[src/rtl/madd_msub_unit_if.sv]
// Operand/result bundle between the EX stage and the multiply-accumulate unit.
// The slave side is the arithmetic unit; the master side is the pipeline stage.
interface madd_msub_unit_if;
  logic        start;
  logic [1:0]  op;
  logic [31:0] reg1_i;
  logic [31:0] reg2_i;
  logic [31:0] hi_i;
  logic [31:0] lo_i;
  logic        hold;
  logic        flush;
  logic        stallreq;
  logic [31:0] hi_o;
  logic [31:0] lo_o;
  logic        whilo_o;
  logic [1:0]  cnt_o;

  modport slave (
    input  start, op, reg1_i, reg2_i, hi_i, lo_i, hold, flush,
    output stallreq, hi_o, lo_o, whilo_o, cnt_o
  );

  modport master (
    output start, op, reg1_i, reg2_i, hi_i, lo_i, hold, flush,
    input  stallreq, hi_o, lo_o, whilo_o, cnt_o
  );
endinterface

[src/rtl/madd_msub_unit.sv]
// Two-cycle MADD/MADDU/MSUB/MSUBU unit: multiply in IDLE->MUL, accumulate
// against forwarded HI/LO in MUL->ACC, and pulse the HI/LO write enable in ACC.
module madd_msub_unit (
  input  logic                  clk,
  input  logic                  rst,
  madd_msub_unit_if.slave       bus
);

  typedef enum logic [1:0] {
    IDLE = 2'b00,
    MUL  = 2'b01,
    ACC  = 2'b10
  } state_t;

  state_t      state_q, state_d;
  logic [1:0]  op_q, op_d;
  logic [63:0] product_q, product_d;
  logic [31:0] hi_q, hi_d;
  logic [31:0] lo_q, lo_d;

  logic [63:0] opA, opB, productNow, hiloIn;

  // Odd op codes are the unsigned variants, so op[0] selects zero-extension.
  assign opA        = bus.op[0] ? {32'b0, bus.reg1_i} : {{32{bus.reg1_i[31]}}, bus.reg1_i};
  assign opB        = bus.op[0] ? {32'b0, bus.reg2_i} : {{32{bus.reg2_i[31]}}, bus.reg2_i};
  assign productNow = opA * opB;
  assign hiloIn     = {bus.hi_i, bus.lo_i};

  always_ff @(posedge clk or posedge rst) begin
    if (rst) begin
      state_q   <= IDLE;
      op_q      <= 2'b00;
      product_q <= 64'b0;
      hi_q      <= 32'b0;
      lo_q      <= 32'b0;
    end else begin
      state_q   <= state_d;
      op_q      <= op_d;
      product_q <= product_d;
      hi_q      <= hi_d;
      lo_q      <= lo_d;
    end
  end

  // Flush beats hold, and hold beats normal sequencing.
  always_comb begin
    state_d   = state_q;
    op_d      = op_q;
    product_d = product_q;
    hi_d      = hi_q;
    lo_d      = lo_q;
    if (bus.flush) begin
      state_d   = IDLE;
      product_d = 64'b0;
    end else if (!bus.hold) begin
      unique case (state_q)
        IDLE: begin
          if (bus.start) begin
            op_d      = bus.op;
            product_d = productNow;
            state_d   = MUL;
          end
        end
        MUL: begin
          if (op_q[1])
            {hi_d, lo_d} = hiloIn - product_q;
          else
            {hi_d, lo_d} = hiloIn + product_q;
          state_d = ACC;
        end
        ACC:     state_d = IDLE;
        default: state_d = IDLE;
      endcase
    end
  end

  assign bus.stallreq = ((state_q == IDLE) && bus.start) || (state_q == MUL);
  assign bus.whilo_o  = (state_q == ACC);
  assign bus.cnt_o    = state_q;
  assign bus.hi_o     = hi_q;
  assign bus.lo_o     = lo_q;

endmodule

[src/flat_wrapper.sv]
// flat-port wrapper written by rule: the top's interface ports become plain ports
module madd_msub_unit_flat 
  (clk, rst, bus_start, bus_op, bus_reg1_i, bus_reg2_i, bus_hi_i, bus_lo_i, bus_hold, bus_flush, bus_stallreq, bus_hi_o, bus_lo_o, bus_whilo_o, bus_cnt_o);
  madd_msub_unit_if bus_i ();
  input  logic clk;
  input  logic rst;
  input wire logic [$bits(bus_i.start)-1:0] bus_start;
  input wire logic [$bits(bus_i.op)-1:0] bus_op;
  input wire logic [$bits(bus_i.reg1_i)-1:0] bus_reg1_i;
  input wire logic [$bits(bus_i.reg2_i)-1:0] bus_reg2_i;
  input wire logic [$bits(bus_i.hi_i)-1:0] bus_hi_i;
  input wire logic [$bits(bus_i.lo_i)-1:0] bus_lo_i;
  input wire logic [$bits(bus_i.hold)-1:0] bus_hold;
  input wire logic [$bits(bus_i.flush)-1:0] bus_flush;
  output wire logic [$bits(bus_i.stallreq)-1:0] bus_stallreq;
  output wire logic [$bits(bus_i.hi_o)-1:0] bus_hi_o;
  output wire logic [$bits(bus_i.lo_o)-1:0] bus_lo_o;
  output wire logic [$bits(bus_i.whilo_o)-1:0] bus_whilo_o;
  output wire logic [$bits(bus_i.cnt_o)-1:0] bus_cnt_o;
  assign bus_i.start = bus_start;
  assign bus_i.op = bus_op;
  assign bus_i.reg1_i = bus_reg1_i;
  assign bus_i.reg2_i = bus_reg2_i;
  assign bus_i.hi_i = bus_hi_i;
  assign bus_i.lo_i = bus_lo_i;
  assign bus_i.hold = bus_hold;
  assign bus_i.flush = bus_flush;
  assign bus_stallreq = bus_i.stallreq;
  assign bus_hi_o = bus_i.hi_o;
  assign bus_lo_o = bus_i.lo_o;
  assign bus_whilo_o = bus_i.whilo_o;
  assign bus_cnt_o = bus_i.cnt_o;
  madd_msub_unit u_core (.clk(clk), .rst(rst), .bus(bus_i));
endmodule
[config.mk]
export PLATFORM = sky130hd
export DESIGN_NAME = madd_msub_unit_flat
export DESIGN_NICKNAME = d
export VERILOG_FILES = /design/src/rtl/madd_msub_unit_if.sv /design/src/rtl/madd_msub_unit.sv /design/src/flat_wrapper.sv
export SDC_FILE = /design/constraint.sdc
export NUM_CORES = 2
export LEC_CHECK = 0
export CORE_ASPECT_RATIO = 1.2
export CORE_MARGIN = 3
export CORE_UTILIZATION = 55
export DETAILED_ROUTE_END_ITERATION = 8
export PLACE_DENSITY_LB_ADDON = 0.08
export SKIP_CTS_REPAIR_TIMING = 1
export SYNTH_ARGS = -nofsm -noshare
export SYNTH_HDL_FRONTEND = slang
export SYNTH_SLANG_ARGS = --single-unit
[constraint.sdc]
create_clock -name clk -period 5.5 [get_ports clk]
set_input_delay 1.1 -clock clk [delete_from_list [all_inputs] [get_ports clk]]
set_output_delay 1.1 -clock clk [all_outputs]
set_load 0.01 [all_outputs]
==> flow_summary.ini <==
[worst_setup_path]
cpPeakStageDelay_ns = 0.62
end_kind = flop
cp.required_ns = 5.85
cp-start-kind = input port
cp_common_cell = fa_1
r2r_setup_slack_ns = 1.14
arrival_ns = 9.68
critPathKind = in -> reg
critPathSlowestCell = fa_2
cp_max_fo = 8

[sta]
fmax_mhz = 107
hold_slack_ns = 0.471
fin_crit_ns = 9.34
worst_slack_ns = -3.84
clock_skew_ns = 0.0146
rsz0062_at_grt = yes
finalHoldViolations = 0
relSlewSlack = 0.370
setup_viol = 57
finalCritPeriodShare = 1.70
worst_pin_slew_ns = 0.946
drv_slew = 0

[global_route]
grt_busiest_layer = met2
grt-ovfl-total = 0
gr-usage-met3 = 0.0406
grt_start_max_net_pins = 99
grt.met2_usage = 0.539
grt_pass1_vias = 51600
antenna_found_initial = 5
grt_usage = 0.326
grt_pass1_wl_um = 287000
use_met1 = 0.454

[yosys]
synth.most_common_cell = inv_1
synth_seq_cells = 131
synth_warnings = 0
ys.flop_type = dfrtp_1
synth_area_um2 = 60400
syn_area_per_cell_um2 = 8.95
postSynthCellCount = 6748
yosysSeqAreaShare = 0.0543
syn_nets = 8738
synthTopCellsByArea = fa_1 (47%), inv_1 (10%), ha_1 (9.0%), and2_1 (6.1%), dfrtp_1 (5.4%)
synth_commonest_cells = inv_1 (1659), fa_1 (1421), nand2_1 (759)
synth_area_leader_cell = fa_1
ys_async_sr_fraction = 1.00
synth_top_area_frac = 0.471
yosys.cell_types.count = 102
synth_edf_count = 0

[drt]
wire_per_inst_um = 21.2
viasPerCell = 5.43
ant_nets = 0
wirelength_um = 188000
drt_iter0_drc = 3254
route.detailed.drc = 0
drt_pre_antenna_iters = 6
vias = 48200

[cts]
cts_buffers = 25
cts_tree = done
cts_root_buf = clkbuf_16
clock_path_buffers = 3
clock_latency_ns = 0.50
clk_pin_slew_ns = 0.05
h-tree-depth = 4
clkSinkCount = 131

[final_layout]
final_nets = 9441
syn2layout_area_growth_pct = 22.3
final_cells = 8867
drive_above_1_share = 0.191
finalInstanceArea_um2 = 73800

[placement]
hpwl_um = 160000
dpl-instance-area_um2 = 69600
globalplace.congestion = 0.965
port_buffers = 202
dp.cells = 8717
place_ws_ns = -4.73

[floorplanning]
ioPinCount = 203
row_count = 132
die-area_um2 = 114000
core_um2 = 108000
die_h_um = 369
initial_core_util = 0.557
die_x_um = 308

[run_status]
outcome = finished, violations left
violations = negative setup slack

[worst_hold_path]
hold_class = reg -> reg

[run]
maxCapViolations = 0
area by class of cell:
class / instances / area (um2)
Multi-Input combinational cell: 4629 / 51900
Fill cell: 8739 / 34500
Timing Repair Buffer: 1004 / 9930
Inverter: 1660 / 6250
Sequential cell: 131 / 3280
Tap cell: 1407 / 1760
Clock buffer: 29 / 681
Clock inverter: 4 / 45.0
Antenna cell: 3 / 7.51
path summary, 6_finish.rpt:
path	startpoint	end	depth (start not counted)
max	bus_op[0]	u_core.product_q[62]	31
min	u_core.bus.hi_o[9]	u_core.bus.hi_o[9]	2
max reg2reg	u_core.product_q[10]	u_core.bus.lo_o[30]	14
min reg2reg	u_core.bus.hi_o[9]	u_core.bus.hi_o[9]	2
max in group asynchronous	rst	u_core.product_q[13]	3
min in group asynchronous	rst	u_core.bus.hi_o[25]	2
placed cells by master, fill, tap and decap left out, drive strengths merged, types with 32 or more instances in the layout:
master / count
nand3: 44
nand4: 36
clkbuf: 58
fa: 1421
nor3: 50
a31oi: 32
nand2: 759
clkdlybuf4s50: 144
xnor2: 136
ha: 434
buf: 801
a21o: 59
dfrtp: 131
o21ai: 186
and2: 587
nor2: 173
inv: 1660
a21oi: 267
o21bai: 49
cells by family (layout without fill, tap and decap cells):
family                     count (synthesis)  count (layout)  share of synthesized area
xor gates and xnor gates                 167             167                     0.0242
and+or+nand+nor                         1794            1794                      0.147
AOI/OAI and AO/OA                        799             799                     0.0853
DFF                                      131             131                     0.0543
muxes                                     10              10                    0.00168
other                                      0               3                          0
adders and majority gates               1859            1859                      0.562
buffers and inverters                   1988            2697                      0.126
registers in the layout (all words and copies together), names as in the netlist:
| signal | count |
|---|---|
| u_core.op_q | 1 |
| u_core.product_q | 64 |
| u_core.bus.cnt_o | 2 |
| u_core.bus.lo_o | 32 |
| u_core.bus.hi_o | 32 |
critical path, delay by kind of cell:
family / cells / cell delay, ns
buffers and inverters: 9 / 0.96
AOI/OAI and AO/OA: 5 / 0.81
adders and majority gates: 11 / 5.53
and+or+nand+nor: 5 / 1.07
muxes: 1 / 0.19
layer usage:
metal  vias up  part of all wire
li1      21500                 -
met1     24600              0.42
met2      1737              0.47
met3       294             0.074
met4         4             0.035
met5         -           0.00013
per-stage QoR:
step,utilization,TNS [ns]
3_3_place_gp,0.643,-207.95
3_5_place_dp,0.643,-213.17
5_1_grt,0.681,-174.62
4_1_cts,0.649,-183.25
6_report,0.681,-161.30
2_1_floorplan,-,-139.28
Power is left out: the tool's default activity adds up to more than one toggle a clock period on the data nets, which glitch-free logic cannot reach.
